File: config.mk
export PLATFORM = sky130hd
export DESIGN_NAME = prob_percent_reporter
export DESIGN_NICKNAME = d
export VERILOG_FILES = /design/src/rtl/prob_percent_reporter_pkg.sv /design/src/rtl/prob_pct_conv.sv /design/src/rtl/prob_percent_reporter.sv
export SDC_FILE = /design/constraint.sdc
export NUM_CORES = 1
export LEC_CHECK = 0
export ABC_AREA = 1
export BUFFER_PORTS_ARGS = -buffer_cell sky130_fd_sc_hd__buf_4
export CAP_MARGIN = 20
export CORE_MARGIN = 8
export CORE_UTILIZATION = 59
export CTS_CLUSTER_DIAMETER = 30
export DETAILED_ROUTE_END_ITERATION = 7
export PLACE_DENSITY = 0.83
export SLEW_MARGIN = 40
export SYNTH_ARGS = -nofsm -noshare
export SYNTH_HDL_FRONTEND = slang
export SYNTH_SLANG_ARGS = --single-unit
File: constraint.sdc
create_clock -name clk -period 4.8 [get_ports clk]
set_input_delay 0.96 -clock clk [delete_from_list [all_inputs] [get_ports clk]]
set_output_delay 0.96 -clock clk [all_outputs]
set_load 0.005 [all_outputs]
File: src/rtl/prob_percent_reporter_pkg.sv
// Shared constants and FSM state type for the probability-to-percent reporter.
package prob_percent_reporter_pkg;

  localparam int PCT_MAX = 100;
  localparam int PCT_W   = 7;

  localparam int ROUND_TRUNC    = 0;
  localparam int ROUND_HALF_UP  = 1;

  typedef enum logic [1:0] {
    IDLE = 2'd0,
    CALC = 2'd1,
    EMIT = 2'd2
  } state_t;

endpackage

File: src/rtl/prob_pct_conv.sv
// Combinational Q-format probability to 0..100 percent converter with clamp.
module prob_pct_conv
  import prob_percent_reporter_pkg::*;
#(
  parameter int W     = 8,
  parameter int FRAC  = 6,
  parameter int ROUND = ROUND_HALF_UP
) (
  input  logic [W-1:0]     p_q,
  output logic [PCT_W-1:0] pct,
  output logic             sat
);

  // One bit wider than p*100 so the rounding bias can never wrap.
  localparam int SW = W + 8;
  localparam logic [SW-1:0] BIAS = (ROUND == ROUND_HALF_UP) ? (SW'(1) << (FRAC - 1)) : '0;

  logic [SW-1:0] scaled;
  logic [SW-1:0] shifted;

  always_comb begin
    scaled  = SW'(p_q) * SW'(PCT_MAX) + BIAS;
    shifted = scaled >> FRAC;
    sat     = shifted > SW'(PCT_MAX);
    pct     = sat ? PCT_W'(PCT_MAX) : shifted[PCT_W-1:0];
  end

endmodule

File: src/rtl/prob_percent_reporter.sv
// Streams per-class percentages of a captured probability vector through one
// shared converter and reports the argmax class with its percentage.
module prob_percent_reporter
  import prob_percent_reporter_pkg::*;
#(
  parameter int W     = 8,
  parameter int FRAC  = 6,
  parameter int N_CLS = 2,
  parameter int ROUND = 1,
  localparam int CLS_W = $clog2(N_CLS)
) (
  input  logic                 clk,
  input  logic                 rst_n,
  input  logic                 in_valid,
  output logic                 in_ready,
  input  logic [N_CLS*W-1:0]   in_probs,
  output logic                 out_valid,
  input  logic                 out_ready,
  output logic [CLS_W-1:0]     out_cls,
  output logic [PCT_W-1:0]     out_pct,
  output logic                 out_sat,
  output logic                 out_last,
  output logic                 res_valid,
  output logic [CLS_W-1:0]     res_cls,
  output logic [PCT_W-1:0]     res_pct
);

  localparam logic [CLS_W-1:0] LAST_IDX = CLS_W'(N_CLS - 1);

  state_t state, state_nxt;

  logic [W-1:0]       probs [N_CLS];
  logic [CLS_W-1:0]   idx;
  logic [W-1:0]       best_q;
  logic [CLS_W-1:0]   best_idx;
  logic [PCT_W-1:0]   best_pct;

  logic [W-1:0]       cur_q;
  logic [PCT_W-1:0]   conv_pct;
  logic               conv_sat;
  logic               accept;
  logic               emit_hs;
  logic               take_cur;
  logic [CLS_W-1:0]   win_idx;
  logic [PCT_W-1:0]   win_pct;

  assign cur_q = probs[idx];

  prob_pct_conv #(
    .W     (W),
    .FRAC  (FRAC),
    .ROUND (ROUND)
  ) u_conv (
    .p_q (cur_q),
    .pct (conv_pct),
    .sat (conv_sat)
  );

  always_ff @(posedge clk or negedge rst_n) begin
    if (!rst_n) state <= IDLE;
    else        state <= state_nxt;
  end

  always_comb begin
    state_nxt = state;
    unique case (state)
      IDLE:    if (accept) state_nxt = CALC;
      CALC:    state_nxt = EMIT;
      EMIT:    if (emit_hs) state_nxt = out_last ? IDLE : CALC;
      default: state_nxt = IDLE;
    endcase
  end

  always_comb begin
    in_ready  = (state == IDLE);
    out_valid = (state == EMIT);
  end

  assign accept  = in_valid & in_ready;
  assign emit_hs = out_valid & out_ready;

  // out_pct was converted from probs[idx], which is stable through EMIT.
  assign take_cur = (idx == '0) || (cur_q > best_q);
  assign win_idx  = take_cur ? idx : best_idx;
  assign win_pct  = take_cur ? out_pct : best_pct;

  always_ff @(posedge clk or negedge rst_n) begin
    if (!rst_n) begin
      for (int unsigned i = 0; i < N_CLS; i++) probs[i] <= '0;
      idx       <= '0;
      best_q    <= '0;
      best_idx  <= '0;
      best_pct  <= '0;
      out_cls   <= '0;
      out_pct   <= '0;
      out_sat   <= 1'b0;
      out_last  <= 1'b0;
      res_valid <= 1'b0;
      res_cls   <= '0;
      res_pct   <= '0;
    end else begin
      res_valid <= 1'b0;
      if (accept) begin
        for (int unsigned i = 0; i < N_CLS; i++) probs[i] <= in_probs[i*W +: W];
        idx      <= '0;
        best_q   <= '0;
        best_idx <= '0;
        best_pct <= '0;
      end
      if (state == CALC) begin
        out_cls  <= idx;
        out_pct  <= conv_pct;
        out_sat  <= conv_sat;
        out_last <= (idx == LAST_IDX);
      end
      if (emit_hs) begin
        if (take_cur) begin
          best_q   <= cur_q;
          best_idx <= idx;
          best_pct <= out_pct;
        end
        if (out_last) begin
          res_valid <= 1'b1;
          res_cls   <= win_idx;
          res_pct   <= win_pct;
        end else begin
          idx <= idx + CLS_W'(1);
        end
      end
    end
  end

endmodule

==> impl_results.md <==
* Result of the run: finished clean
* Unrepaired setup endpoints after global routing: false
* Hold crit path type: register to register
* Floorplan core area at 5890 sq um
* Storage cell area at 1330 sq um
* Maximum capacitance violations at 0
* Warning count from the yosys run at 0
* Synth Area per Inst at 8.31 sq um
* Area added between synthesis and finish at 12.2%
* Final net count at 530
* Commonest non-fill, non-tap cell in the layout: nand2_1
* Sort of element at the start of the critical path: register
* Die Ht at 93.8 um
* Maximum fanout along the worst path at 14
* Clock Tree Buf Depth at 2
* Maximum clock frequency at 0.236 GHz
* Time the final worst path needs with I/O delays and setup at 4.25 ns
* Clock tree from TritonCTS: done
* Floorplan row count at 28
* Sink count of the clock tree at 53
* Transition time at the pin with the least slew margin at 0.646 ns
* Number of flip-flops and latches in the synthesized netlist at 53
* Most frequent cells in the layout: nand2_1, dfrtp_1, nand3_1
* Crit. End Element: register
* Type of the worst setup path: register to register
* Data arrival time of the critical path at 4.44 ns
* CP bufs+invs at 4
* Number of antenna violations at the first check in global routing at 0
* Via count at 2956
* Fill cells at 481
* Pin count of the biggest net entering global routing at 54
* Final max-slew violation count at 0
* Ordered list of cells on the worst path: clkinv_1, nand2_1, nand2_1, ha_1, ha_1, inv_1, fa_1, inv_1, ha_1, or2_4, nand3_2, nand2_1, nand2_1, nand2_1, inv_2, nand2_2, nor2_2, nand3_2, nand2_4, nand2_2, nand2_2, nand2_1
* Fin worst setup slack at 0.554 ns
* Count of hold-fix buffers inserted at cts at 0
* Total wirelength of the detailed-routed design at 7910 um
* Starting density of the core at 0.607
* Relative slew slack at 0.570
* Via-per-instance ratio at 5.42
* Cell Area, Synth at 3570 sq um
* Half-perimeter wire length after placement at 6240 um
* Family with the most delay on the worst path: adder cells
* Clock latency on the worst-skew pair at 0.31 ns
* Worst slack, placed at 0.595 ns
* Count of cells resized by post-cts repair at 0
* IO Port Bufs at 40
* Clock buffers created by TritonCTS at 5
* Sequential element share of the synthesized area at 0.371
* Area enclosed by the die boundary at 8800 sq um
* Setup skew after layout at 0.00934 ns
* Diodes inserted at 0
* Number of library cell types mapped by synthesis at 31
* Accumulated negative setup slack at 0 ns
* Global-route wire length before repair at 13300 um
* H-tree Lvls at 2
* Final global-route overflow total at 0
* Die width at 93.8 um
* Setup violations, final at 0
* Number of design-rule violations left by the first detailed-router iteration at 177
* Delay of the slowest cell on the worst path at 0.61 ns
* Number of design rule violations left after detail routing at 0
* Number of instances in the synthesized netlist at 430
* Multi-input gate area at 2020 sq um
* Number of nets still failing antenna checks after routing at 0
* Per-cell routed wire length at 14.5 um
* Cell mode on critical path: nand2_1
* Tot GR Track Use at 0.185
* Last weighted congestion value of the routability-driven placer at 0.829
* # IOs at 41
* Number of global-route vias before repair at 2902
* Proportion of layout cells with a drive suffix above 1 at 0.219
* Detailed Routing Iterations Pass 1 at 5
* Cell type of the slowest stage on the worst timing path: dfrtp_1
* Clock transition at path regs at 0.09 ns
* Required arrival time at the worst endpoint at 5.00 ns
* Period utilisation layout at 0.885
* Post-synth net total at 491
* Buffer count from post-CTS setup fixing at 0
* Cell at the root of the clock tree: clkbuf_8
* Final hold violations at 0
-- metrics by stage --
step,area [sq um],hold WS (ns),instances,utilization
finish,4010,0.494,545,0.681
global route,4010,0.521,545,0.681
CTS,4010,0.499,545,0.681
detailed placement,3920,0.477,537,0.667
global placement,3920,0.467,537,0.667
floorplan,3570,0.469,430,-
-- routing by layer --
metal,share of wire,GRT usage,vias up
li1,-,-,1479
met1,0.45,0.231,1391
met2,0.48,0.312,75
met3,0.051,0.0464,11
met4,0.011,0.0449,0
met5,0,0,-
-- synth_stat cells (all sizes together) --
| cell | n | area, sq um |
|---|---|---|
| o211ai | 1 | 7.51 |
| xor2 | 1 | 8.76 |
| ha | 38 | 475 |
| nor2 | 27 | 141 |
| o21a | 1 | 7.51 |
| buf | 6 | 38.8 |
| nand2 | 131 | 554 |
| nand3b | 5 | 37.5 |
| or2 | 4 | 27.5 |
| o21ai | 28 | 140 |
| dfrtp | 53 | 1330 |
| inv | 45 | 169 |
| mux2 | 16 | 180 |
| o21bai | 1 | 11.3 |
| clkinv | 1 | 3.75 |
| xnor2 | 1 | 8.76 |
| a21oi | 10 | 50.1 |
| fa | 3 | 60.1 |
| nand3 | 55 | 313 |
| clkbuf | 3 | 11.3 |
-- sequential cells by signal (all words and copies together), names as in the netlist, 2 cells and up --
register / count
best_pct: 7
best_q: 8
out_pct: 7
probs: 16
res_pct: 7
state: 2
-- worst reg2reg max path: cells and delay by family, from the launching register on --
kind          cells  cell delay, ns
buf+inv           4            0.54
fa+ha+maj         4            1.53
flops             1            0.61
simple gates     14            1.46
-- cell families after synthesis --
group	share of synthesized area
muxes	0.0504
xor gates and xnor gates	0.00490
buffers and inverters	0.0623
and+or+nand+nor	0.301
DFF	0.371
adders and majority gates	0.150
AOI/OAI and AO/OA	0.0606
-- layout make-up --
class / instances / area share
inverter: 46 / 0.0431
tap: 75 / 0.0234
sequential: 53 / 0.331
timing repair buffer: 41 / 0.0768
clock inverter: 1 / 0.00187
clock buffer: 7 / 0.0190
multi-input combinational: 322 / 0.505
-- path summary, 6_finish.rpt --
path / from / to / slack (ns) / depth (start not counted)
worst min register to register: res_pct[1]$_DFFE_PN0P_ / res_pct[1]$_DFFE_PN0P_ / 0.49 / 2
worst max-delay path: idx$_DFF_PN0_ / out_pct[6]$_DFFE_PN0N_ / 0.55 / 22
worst min-delay path: res_pct[1]$_DFFE_PN0P_ / res_pct[1]$_DFFE_PN0P_ / 0.49 / 2
max in group asynchronous: rst_n / out_pct[0]$_DFFE_PN0N_ / 3.69 / 1
worst max register to register: idx$_DFF_PN0_ / out_pct[6]$_DFFE_PN0N_ / 0.55 / 22
min in group asynchronous: rst_n / res_pct[3]$_DFFE_PN0P_ / 0.66 / 1
Power is left out: the tool's default activity adds up to more than one toggle a clock period on the data nets, which glitch-free logic cannot reach.
